`src/rtl/soc_bus_mux.sv`:
```
// soc_bus_mux: data-bus interconnect between the core load/store port and N_SLV
// memory-mapped slaves.
//
// The upper address nibble selects the slave. A single request is outstanding at a
// time. The master sees a req/gnt handshake followed by exactly one registered
// response pulse (m_rvalid_o) per accepted request. Unmapped accesses are granted
// at once and answered with an error response, so the core never hangs.
//
// Optional feature (compile-time macro BUS_TIMEOUT_EN):
//   defined   - a counter runs while waiting for the slave. After TIMEOUT cycles
//               without a response the access completes with an error.
//   undefined - no counter is built and the mux waits for the slave indefinitely.
//
// Parameters:
//   N_SLV    number of slave ports (1..16)
//   ADDR_W   address width
//   DATA_W   data width (multiple of 8)
//   TIMEOUT  response timeout in cycles (>= 1, used only with BUS_TIMEOUT_EN)
//
// Ports:
//   clk, rst_n            clock (rising edge), asynchronous active-low reset
//   m_req_i .. m_wdata_i  master request fields
//   m_gnt_o               request accepted this cycle (combinational)
//   m_rvalid_o            response pulse, one per accepted request (registered)
//   m_rdata_o, m_err_o    response data / error flag, held until the next response
//   s_req_o               one-hot request to the selected slave (combinational)
//   s_we_o .. s_wdata_o   broadcast copies of the master fields
//   s_gnt_i               per-slave grant
//   s_rvalid_i            per-slave response valid
//   s_rdata_i             packed slave read data, slave k at [k*DATA_W +: DATA_W]

module soc_bus_mux #(
  parameter int unsigned N_SLV   = 4,
  parameter int unsigned ADDR_W  = 32,
  parameter int unsigned DATA_W  = 32,
  parameter int unsigned TIMEOUT = 255
) (
  input  logic                    clk,
  input  logic                    rst_n,
  // Master (core) side
  input  logic                    m_req_i,
  input  logic                    m_we_i,
  input  logic [DATA_W/8-1:0]     m_be_i,
  input  logic [ADDR_W-1:0]       m_addr_i,
  input  logic [DATA_W-1:0]       m_wdata_i,
  output logic                    m_gnt_o,
  output logic                    m_rvalid_o,
  output logic [DATA_W-1:0]       m_rdata_o,
  output logic                    m_err_o,
  // Slave side
  output logic [N_SLV-1:0]        s_req_o,
  output logic                    s_we_o,
  output logic [DATA_W/8-1:0]     s_be_o,
  output logic [ADDR_W-1:0]       s_addr_o,
  output logic [DATA_W-1:0]       s_wdata_o,
  input  logic [N_SLV-1:0]        s_gnt_i,
  input  logic [N_SLV-1:0]        s_rvalid_i,
  input  logic [N_SLV*DATA_W-1:0] s_rdata_i
);

  // Elaboration-time parameter sanity check.
  if (N_SLV < 1 || N_SLV > 16 || TIMEOUT < 1 || (DATA_W % 8) != 0 || ADDR_W < 4)
  begin : g_param_check
    $error("soc_bus_mux: illegal parameter value");
  end

  typedef enum logic [1:0] {
    StIdle,
    StWaitRsp,
    StErrRsp
  } state_e;

  state_e              state_q;
  logic [3:0]          sel_q;     // slave index of the outstanding access
  logic                we_q;      // outstanding access is a write
  logic                rvalid_q;
  logic                err_q;
  logic [DATA_W-1:0]   rdata_q;

`ifdef BUS_TIMEOUT_EN
  // Counts completed WAIT_RSP cycles; holds values 0..TIMEOUT-1.
  localparam int unsigned CntW = (TIMEOUT < 2) ? 1 : $clog2(TIMEOUT);
  logic [CntW-1:0]     cnt_q;
  logic                cnt_expired;
  assign cnt_expired = (cnt_q == CntW'(TIMEOUT - 1));
`endif

  // ---------------------------------------------------------------------------
  // Address decode and per-slave selection
  // ---------------------------------------------------------------------------
  logic [3:0]        idx;
  logic              mapped;
  logic              req_act;
  logic              slv_gnt;
  logic              slv_rvalid;
  logic [DATA_W-1:0] slv_rdata;

  assign idx    = m_addr_i[ADDR_W-1 -: 4];
  assign mapped = (32'(idx) < N_SLV);

  // Gating with rst_n keeps every combinational output quiet while reset is held,
  // whatever the master drives.
  assign req_act = m_req_i & rst_n;

  // Loops rather than variable bit-selects keep index widths exact for any N_SLV.
  always_comb begin
    slv_gnt    = 1'b0;
    slv_rvalid = 1'b0;
    slv_rdata  = '0;
    for (int unsigned k = 0; k < N_SLV; k++) begin
      if (idx == 4'(k)) begin
        slv_gnt = s_gnt_i[k];
      end
      if (sel_q == 4'(k)) begin
        slv_rvalid = s_rvalid_i[k];
        slv_rdata  = s_rdata_i[k*DATA_W +: DATA_W];
      end
    end
  end

  // ---------------------------------------------------------------------------
  // Combinational request path
  // ---------------------------------------------------------------------------
  always_comb begin
    s_req_o = '0;
    m_gnt_o = 1'b0;
    if (req_act && state_q == StIdle) begin
      if (mapped) begin
        for (int unsigned k = 0; k < N_SLV; k++) begin
          if (idx == 4'(k)) begin
            s_req_o[k] = 1'b1;
          end
        end
        m_gnt_o = slv_gnt;
      end else begin
        // Nobody to ask: accept at once and answer with an error.
        m_gnt_o = 1'b1;
      end
    end
  end

  assign s_we_o    = req_act & m_we_i;
  assign s_be_o    = req_act ? m_be_i    : '0;
  assign s_addr_o  = req_act ? m_addr_i  : '0;
  assign s_wdata_o = req_act ? m_wdata_i : '0;

  // ---------------------------------------------------------------------------
  // FSM with registered response outputs
  // ---------------------------------------------------------------------------
  always_ff @(posedge clk or negedge rst_n) begin
    if (!rst_n) begin
      state_q  <= StIdle;
      sel_q    <= '0;
      we_q     <= 1'b0;
      rvalid_q <= 1'b0;
      err_q    <= 1'b0;
      rdata_q  <= '0;
`ifdef BUS_TIMEOUT_EN
      cnt_q    <= '0;
`endif
    end else begin
      // m_rvalid_o is a one-cycle pulse; rdata/err hold until the next response.
      rvalid_q <= 1'b0;
      unique case (state_q)
        StIdle: begin
          if (m_gnt_o) begin
            if (mapped) begin
              sel_q   <= idx;
              we_q    <= m_we_i;
              state_q <= StWaitRsp;
`ifdef BUS_TIMEOUT_EN
              cnt_q   <= '0;
`endif
            end else begin
              state_q <= StErrRsp;
            end
          end
        end
        StWaitRsp: begin
          // A response in the expiry cycle wins over the timeout.
          if (slv_rvalid) begin
            rvalid_q <= 1'b1;
            err_q    <= 1'b0;
            rdata_q  <= we_q ? '0 : slv_rdata;
            state_q  <= StIdle;
`ifdef BUS_TIMEOUT_EN
          end else if (cnt_expired) begin
            rvalid_q <= 1'b1;
            err_q    <= 1'b1;
            rdata_q  <= '0;
            state_q  <= StIdle;
          end else begin
            cnt_q    <= cnt_q + 1'b1;
`endif
          end
        end
        StErrRsp: begin
          rvalid_q <= 1'b1;
          err_q    <= 1'b1;
          rdata_q  <= '0;
          state_q  <= StIdle;
        end
        default: begin
          state_q <= StIdle;
        end
      endcase
    end
  end

  assign m_rvalid_o = rvalid_q;
  assign m_err_o    = err_q;
  assign m_rdata_o  = rdata_q;

endmodule

```
`config.mk`:
```
export PLATFORM = sky130hd
export DESIGN_NAME = soc_bus_mux
export DESIGN_NICKNAME = d
export VERILOG_FILES = /design/src/rtl/soc_bus_mux.sv
export SDC_FILE = /design/constraint.sdc
export NUM_CORES = 1
export LEC_CHECK = 0
export ABC_AREA = 1
export CAP_MARGIN = 20
export CORE_AREA = 2 2 122 124
export CTS_CLUSTER_DIAMETER = 80
export DETAILED_ROUTE_END_ITERATION = 10
export DIE_AREA = 0 0 124 126
export HOLD_SLACK_MARGIN = 0.03
export MAX_ROUTING_LAYER = met4
export PLACE_DENSITY_LB_ADDON = 0.1
export SYNTH_ARGS = -nofsm -noshare
export SYNTH_HDL_FRONTEND = slang
export SYNTH_SLANG_ARGS = --single-unit
```
`constraint.sdc`:
```
create_clock -name clk -period 1.46 [get_ports clk]
set_input_delay 0.292 -clock clk [delete_from_list [all_inputs] [get_ports clk]]
set_output_delay 0.292 -clock clk [all_outputs]
set_load 0.01 [all_outputs]
```
== Word-level counts from Yosys, hierarchy flattened ==
Index checks and enable logic that the tools add are counted.

* Bits in registers: 41
* Input port bits: 208

* Bitwise gates (word level): 2
* Reductions and logical operators: 8
* Equality and inequality tests: 10
* Magnitude comparators: 1
* Multiplexer cells: 34

{| class="wikitable"
|+ Operator list
! cell !! number
|-
| $mux W32 || 8
|-
| $pmux W32 S2 || 1
|-
| $eq A4 B2 Y1 const B || 4
|-
| $mux W1 || 16
|-
| $mux W4 || 3
|-
| $eq A4 B1 Y1 const B || 2
|-
| $logic_not A4 Y1 || 2
|-
| $mux W2 || 3
|-
| $lt A4 B3 Y1 const B || 1
|-
| $ne A2 B2 Y1 const B || 2
|-
| $pmux W1 S2 || 2
|-
| $pmux W2 S2 || 1
|-
| $reduce_and A2 Y1 || 2
|-
| $reduce_and A3 Y1 || 1
|-
| $and A1 B1 Y1 || 2
|-
| $eq A2 B1 Y1 const B || 1
|-
| $eq A2 B2 Y1 const B || 1
|-
| $logic_not A2 Y1 || 1
|-
| $reduce_bool A2 Y1 || 1
|-
| $logic_and A1 B1 Y1 || 1
|}

== Longest topological paths before layout ==
Gate-level depths: netlist of run 1.

* Depth after elaboration: 9
* Mapped depth: 10
* Gate-level depth less buffers: 9

== Worst setup path before layout of run 1 ==
Ideal clock, no wire load.

* Path type: register to output
* Start point: register state_q[0]
* End point: output port s_req_o[0]
* Slack: -22 ps
* Buffers on the path: 0
* Arrival: 1,190 ps
* Stages on the path, launching flop included: 5
* Cell sequence: dfrtp_1 > inv_1 > ha_1 > nand3_1 > nor4_1

* Longest elaborated chain between the ends: 3

{| class="wikitable"
|+ RTL lines
! what !! RTL line !! source
|-
| from (decl) || 73 || <nowiki>state_e state_q;</nowiki>
|-
| from (signal assigned) || 152 || <nowiki>state_q <= StIdle;</nowiki>
|-
| from (signal assigned) || 170 || <nowiki>state_q <= StWaitRsp;</nowiki>
|-
| from (signal assigned) || 175 || <nowiki>state_q <= StErrRsp;</nowiki>
|-
| $logic_not A2 Y1 || 127 || <nowiki>if (req_act && state_q == StIdle) begin</nowiki>
|-
| $logic_and A1 B1 Y1 || 127 ||
|-
| $mux W4 || 127 ||
|-
| to (decl) || 51 || <nowiki>output logic [N_SLV-1:0] s_req_o,</nowiki>
|}

Every way passes these cells.

== Final worst setup path of run 1 ==
* Start point: register state_q[1]
* End point: output port s_req_o[1]

The elaborated chain is that of the path after synthesis.

==> results of run 1 <==
## registers in the layout (all words and copies together), names as in the netlist
register	count
sel_q	4
m_err_o	1
m_rdata_o	32
we_q	1
state_q	2
m_rvalid_o	1
## worst max-delay path, cell delays in order (launching register included)
cell,delay [ps]
sky130_fd_sc_hd__dfrtp_1,380
sky130_fd_sc_hd__inv_2,80
sky130_fd_sc_hd__ha_4,140
sky130_fd_sc_hd__nand3_2,80
sky130_fd_sc_hd__buf_6,150
sky130_fd_sc_hd__nor4_4,220
sky130_fd_sc_hd__buf_2,170
## per-stage QoR
step	setup WS [ps]	power (W)	utilization [%]	instances	setup TNS, ps
after floorplan	-22.47	0.005347	-	679	-67.41
after global placement	-721.5	0.008600	52.11	1187	-54030
after detailed placement	-724.0	0.008625	52.11	1187	-54290
after CTS	-332.7	0.01258	58.85	1230	-7168
after global routing	-408.8	0.01416	61.42	1234	-13030
final	-352.5	0.01325	61.42	1234	-7782
## logic make-up after synthesis
logic type / after synthesis / synth area share (%)
simple gates: 413 / 45.42
buf+inv: 186 / 19.94
flops: 41 / 27.53
compound gates: 36 / 6.109
fa+ha+maj: 3 / 1.007
## final timing paths
check | end | slack [ps] | from | cells past startpoint
worst max-delay path | s_req_o[1] | -350 | state_q[1] | 6
worst min-delay path | m_rdata_o[27] | 180 | rst_n | 2
worst max register to register | state_q[1] | -190 | state_q[1] | 11
worst min register to register | m_rdata_o[6] | 470 | m_rdata_o[6] | 2
max in group asynchronous | m_rdata_o[20] | 670 | rst_n | 3
min in group clk | we_q | 450 | m_we_i | 3
## per-layer routing
layer	global-route usage (%)	part of all wire, %
met5	-	0
met4	6.213	2.2
met3	5.254	7.5
met2	46.28	52
met1	28.48	38
## final cells by class
class / count / area (sq um)
Timing Repair Buffer: 403 / 4167
Fill cell: 1388 / 5522
Sequential cell: 41 / 1027
Clock buffer: 6 / 138.9
Clock inverter: 2 / 13.76
Multi-Input combinational cell: 452 / 2664
Tap cell: 184 / 230.2
Inverter: 146 / 551.8
## what timing repair did
action	in CTS	in global routing
setup buffers	23	10
endpoints found under the hold margin	7	0
pin swaps	76	48
endpoints found under the setup margin	147	78
gates resized for setup	444	113
hold buffers	1	0
gates cloned	15	2
## cells in the mapped netlist
master	number	share of area, %
sky130_fd_sc_hd__nand2_1	218	22
sky130_fd_sc_hd__inv_1	144	15
sky130_fd_sc_hd__nor2_1	107	11
sky130_fd_sc_hd__nand3_1	74	9.9
sky130_fd_sc_hd__dfrtp_1	41	28
sky130_fd_sc_hd__a31oi_1	32	5.4
sky130_fd_sc_hd__buf_2	18	2.4
sky130_fd_sc_hd__clkbuf_1	15	1.5
sky130_fd_sc_hd__buf_1	4	0.40
sky130_fd_sc_hd__buf_6	3	0.91
sky130_fd_sc_hd__ha_1	3	1.0
sky130_fd_sc_hd__nand2_2	3	0.50
sky130_fd_sc_hd__nor4_1	3	0.50
sky130_fd_sc_hd__nand4_1	2	0.34
sky130_fd_sc_hd__nor2_2	2	0.34
sky130_fd_sc_hd__nor2_4	2	0.60
sky130_fd_sc_hd__a21boi_1	1	0.20
sky130_fd_sc_hd__clkinv_1	1	0.10
sky130_fd_sc_hd__inv_2	1	0.10
sky130_fd_sc_hd__nand4_2	1	0.34
sky130_fd_sc_hd__nor3_1	1	0.13
sky130_fd_sc_hd__o21a_1	1	0.20
sky130_fd_sc_hd__o21ai_1	1	0.13
sky130_fd_sc_hd__o21bai_1	1	0.20
## report_power, final
group,internal [W],total [W],switching [W],leakage (nW)
combinational,0.00515,0.0102,0.00506,4.32
clock,0.000681,0.00116,0.000479,0.0768
sequential,0.00155,0.00188,0.000327,0.532
total,0.00738,0.0133,0.00587,4.93
==> results.py, run 1 <==
metrics = {
    "outcome": {
        "outcome": "complete, but fails checks",
        "violations": "setup timing",
    },
    "clocking": {
        "clock_tree.root_cell": "sky130_fd_sc_hd__clkbuf_16",
        "clkLatencyLatePin_ps": 290,
        "cts-buffers-inserted": 5,
        "cts_tree": "done",
        "buffer_levels_on_the_longest_clock_path": 2,
        "cts.clk_slew.worst_paths_ps": 70,
        "cts.sink_count": 41,
        "cts-htree-levels": 2,
    },
    "drt": {
        "avgViaCountPerCell": 4.489,
        "final_antenna_net_count": 0,
        "drt-initial-drc-count": 204,
        "drc": 0,
        "drt-wirelength-per-cell_microns": 16.48,
        "detailroute.via_count": 5540,
        "drtPass1Iterations": 4,
        "detail_route.wirelength_microns": 20340,
    },
    "layout": {
        "post_layout_inst_area_sq_um": 8792,
        "fraction_of_layout_cells_with_a_size_suffix_above_1_pct": 31.24,
        "finalNetCount": 1260,
        "antenna_cells_inserted": 0,
        "final_cell_mix": "sky130_fd_sc_hd__clkdlybuf4s50_1, sky130_fd_sc_hd__inv_1, sky130_fd_sc_hd__nand2_1",
        "area_growth_synth_to_finish_pct": 135.9,
        "final_common_cell": "sky130_fd_sc_hd__clkdlybuf4s50_1",
    },
    "sta": {
        "timing.clock.skew_ps": 7.901,
        "achievable-frequency_mhz": 551.7,
        "tightestPinTransition_ps": 468.6,
        "setup-violations-final": 51,
        "post-route-worst-setup-slack_ps": -352.5,
        "finalCriticalPeriod_ps": 1813,
        "maxSlewViolCount": 0,
        "timing.final.crit_share_pct": 124.1,
        "hold_viol_final": 0,
        "hold_ws_ps": 178.3,
        "rsz0062_at_grt": "true",
        "timing.slew.headroom_pct": 68.76,
    },
    "global_routing": {
        "global_route.overflow_total": 0,
        "wire_length_of_the_first_global_routing_pass_microns": 29470,
        "grt_antenna_before_repair": 0,
        "overall_track_demand_over_capacity_in_global_routing_pct": 25.61,
        "vias_in_the_first_global_route": 5463,
        "grt_max_degree": 44,
    },
    "worst_hold_path": {
        "worstHoldPathType": "in -> async",
    },
    "power": {
        "power_density_nw_per_um2": 1507,
        "leakagePower_nw": 4.927,
        "power.ir.vdd_worst_uv": 888.3,
    },
    "place": {
        "io_buffer_count": 315,
        "dp_hpwl_microns": 13480,
        "dpl-instance-area_sq_um": 7458,
        "gpl.final_weighted_congestion": 0.8030,
    },
    "logic_synthesis": {
        "synthesis.instances": 679,
        "yosysWarningCount": 0,
        "syn_area_sq_um": 3727,
        "synth.net_count": 890,
        "count_of_unique_library_cells_instantiated_by_yosys": 24,
        "ys_ff_latch": 41,
        "synth_seq_area_share_pct": 27.53,
        "synthesis.area_per_instance_sq_um": 5.489,
    },
    "floorplan": {
        "floorplan.die.width_microns": 124,
        "io_pins": 316,
        "start_util_pct": 26.04,
        "core_sq_um": 14310,
        "placement_rows": 44,
        "die_height_microns": 126,
        "die_area_sq_um": 15620,
    },
    "worst_setup_path": {
        "crit_type": "reg -> out",
        "cp-end-kind": "primary output",
        "critical_path.startpoint_type": "flop",
        "worstPathMaxFanout": 5,
        "required_ps": 1170,
        "timing.critical_path.arrival_ps": 1520,
    },
    "job": {
        "max-cap-violations": 0,
    },
}
No activity file was read; power rests on OpenSTA's default activity.
==> run 2, diff against run 1 <==
==> constraint.sdc (replaced) <==
create_clock -name clk -period 1.46 [get_ports clk]
set_input_delay 0.365 -clock clk [delete_from_list [all_inputs] [get_ports clk]]
set_output_delay 0.365 -clock clk [all_outputs]
set_load 0.01 [all_outputs]
==> run 2 against run 1 <==
  * The run still ends with setup timing left
  * Die area unchanged
  * Hold slack better by 210 ps
  * Clock skew shrank 4.0 ps
  * Worst setup slack gained 9.5 ps
  * Sequential power down 4%
  * Via count is 5.9% higher
  * Critical path depth unchanged
  * Critical path type unchanged
==> results.py, run 2 (synthesis results as in run 1) <==
metrics = {
    "worst_setup_path": {
        "crit_type": "reg -> out",
        "critical-path-max-stage-delay_ps": 380,
        "required_ps": 1100,
        "cp_num_buf_inv": 3,
        "cpMostUsedCell": "sky130_fd_sc_hd__inv_2",
        "cp-end-kind": "primary output",
        "crit_chain": "inv_2, ha_4, nand3_4, o21bai_4, inv_2, buf_6",
        "reg2reg_setup_slack_ps": -210,
        "timing.critical_path.arrival_ps": 1440,
        "crit_path_top_delay_cell": "sky130_fd_sc_hd__dfrtp_1",
        "worstPathMaxFanout": 5,
        "critical_path.startpoint_type": "flop",
        "cp_top_delay_family": "flip-flops",
    },
    "outcome": {
        "outcome": "complete, but fails checks",
        "violations": "setup timing",
    },
    "layout": {
        "finalNetCount": 1288,
        "layoutNonFillerInstCount": 1263,
        "area_growth_synth_to_finish_pct": 168.8,
        "fraction_of_layout_cells_with_a_size_suffix_above_1_pct": 41.19,
        "final_common_cell": "sky130_fd_sc_hd__clkdlybuf4s50_1",
        "max_ffs_per_register": 32,
        "final_cell_mix": "sky130_fd_sc_hd__clkdlybuf4s50_1, sky130_fd_sc_hd__nand2_1, sky130_fd_sc_hd__inv_1",
    },
    "sta": {
        "setup-violations-final": 95,
        "tightestPinTransition_ps": 563.8,
        "timing.clock.skew_ps": 3.919,
        "timing.final.crit_share_pct": 123.5,
        "finalCriticalPeriod_ps": 1803,
        "hold_ws_ps": 385.7,
        "hold_viol_final": 0,
        "achievable-frequency_mhz": 554.6,
        "post-route-worst-setup-slack_ps": -343.0,
        "maxSlewViolCount": 0,
        "rsz0062_at_grt": "true",
        "timing.slew.headroom_pct": 62.41,
    },
    "drt": {
        "final_antenna_net_count": 0,
        "detail_route.wirelength_microns": 22690,
        "detailroute.via_count": 5865,
        "drc": 0,
        "drt-wirelength-per-cell_microns": 17.96,
        "drtPass1Iterations": 5,
        "drt-initial-drc-count": 342,
        "avgViaCountPerCell": 4.644,
    },
    "floorplan": {
        "die_height_microns": 126,
        "placement_rows": 44,
        "io_pins": 316,
        "start_util_pct": 26.04,
        "core_sq_um": 14310,
        "floorplan.die.width_microns": 124,
        "die_area_sq_um": 15620,
    },
    "power": {
        "power_density_nw_per_um2": 1335,
        "power.ir.vdd_worst_uv": 976.1,
        "leakagePower_nw": 5.244,
    },
    "place": {
        "preCtsSetupSlack_ps": -990.8,
        "io_buffer_count": 315,
        "dp_hpwl_microns": 14010,
        "gpl.final_weighted_congestion": 0.8479,
        "dp_cells": 1188,
    },
    "job": {
        "max-cap-violations": 0,
    },
    "global_routing": {
        "grt_antenna_before_repair": 2,
        "overall_track_demand_over_capacity_in_global_routing_pct": 27.41,
        "grt_max_degree": 42,
        "wire_length_of_the_first_global_routing_pass_microns": 31430,
        "global_route.overflow_total": 0,
        "vias_in_the_first_global_route": 5831,
    },
    "clocking": {
        "cts-htree-levels": 2,
        "buffer_levels_on_the_longest_clock_path": 2,
        "cts-buffers-inserted": 5,
        "cts.sink_count": 41,
        "cts.clk_slew.worst_paths_ps": 60,
        "clock_tree.root_cell": "sky130_fd_sc_hd__clkbuf_16",
        "cts_tree": "done",
        "ctsHoldBuffers": 0,
        "clkLatencyLatePin_ps": 290,
    },
    "worst_hold_path": {
        "worstHoldPathType": "in -> async",
    },
}
==> run 2: worst register-to-register path, delay by kind of cell (launching register included) <==
kind	cells	cell delay, ps
buffers and inverters	3	400
DFF	1	410
and+or+nand+nor	8	750
==> run 2: area by class of cell <==
class                           count  area [sq um]
Timing Repair Buffer              431          4825
Fill cell                        1168          4293
Multi-Input combinational cell    452          3229
Sequential cell                    41          1028
Inverter                          146         553.0
Tap cell                          184         230.2
Clock buffer                        6         138.9
Clock inverter                      2         13.76
Antenna cell                        1         2.502
==> run 2: worst paths after layout <==
path / startpoint / to / cells past startpoint
worst min-delay path: rst_n / m_rdata_o[23] / 4
min in group clk: m_rdata_o[15] / m_rdata_o[15] / 2
worst min register to register: m_rdata_o[15] / m_rdata_o[15] / 2
worst max-delay path: state_q[0] / m_gnt_o / 6
worst max register to register: sel_q[2] / m_rdata_o[4] / 11
max in group asynchronous: rst_n / sel_q[1] / 4
==> run 2: routing by layer <==
metal  vias to the layer above  share of wire (%)  track usage [%]
li1                       2829                  -                -
met1                      2716                 36            30.22
met2                       267                 52            50.26
met3                        53                7.8            4.891
met4                         0                3.5            6.874
met5                         -                  0                -
==> run 2: what timing repair did <==
action,CTS,global route
gates cloned,21,4
endpoints found under the hold margin,0,0
setup endpoints to repair,149,115
setup buffers,47,17
resized for setup,594,258
pin swaps,66,81
==> run 2: report_power, final <==
group | internal [W] | switching, W
logic | 0.00515 | 0.00526
clock network | 0.000681 | 0.000480
registers | 0.00155 | 0.000256
==> run 2: through the flow <==
step,cell area [sq um],total power [W],utilization [%],TNS (ps)
after floorplan,3816,0.005444,-,-44.35
after global placement,7515,0.008659,52.50,-71740
after detailed placement,7515,0.008674,52.50,-72990
after CTS,9181,0.01229,64.14,-11890
after global routing,10020,0.01421,70.01,-14670
final,10020,0.01338,70.01,-8387
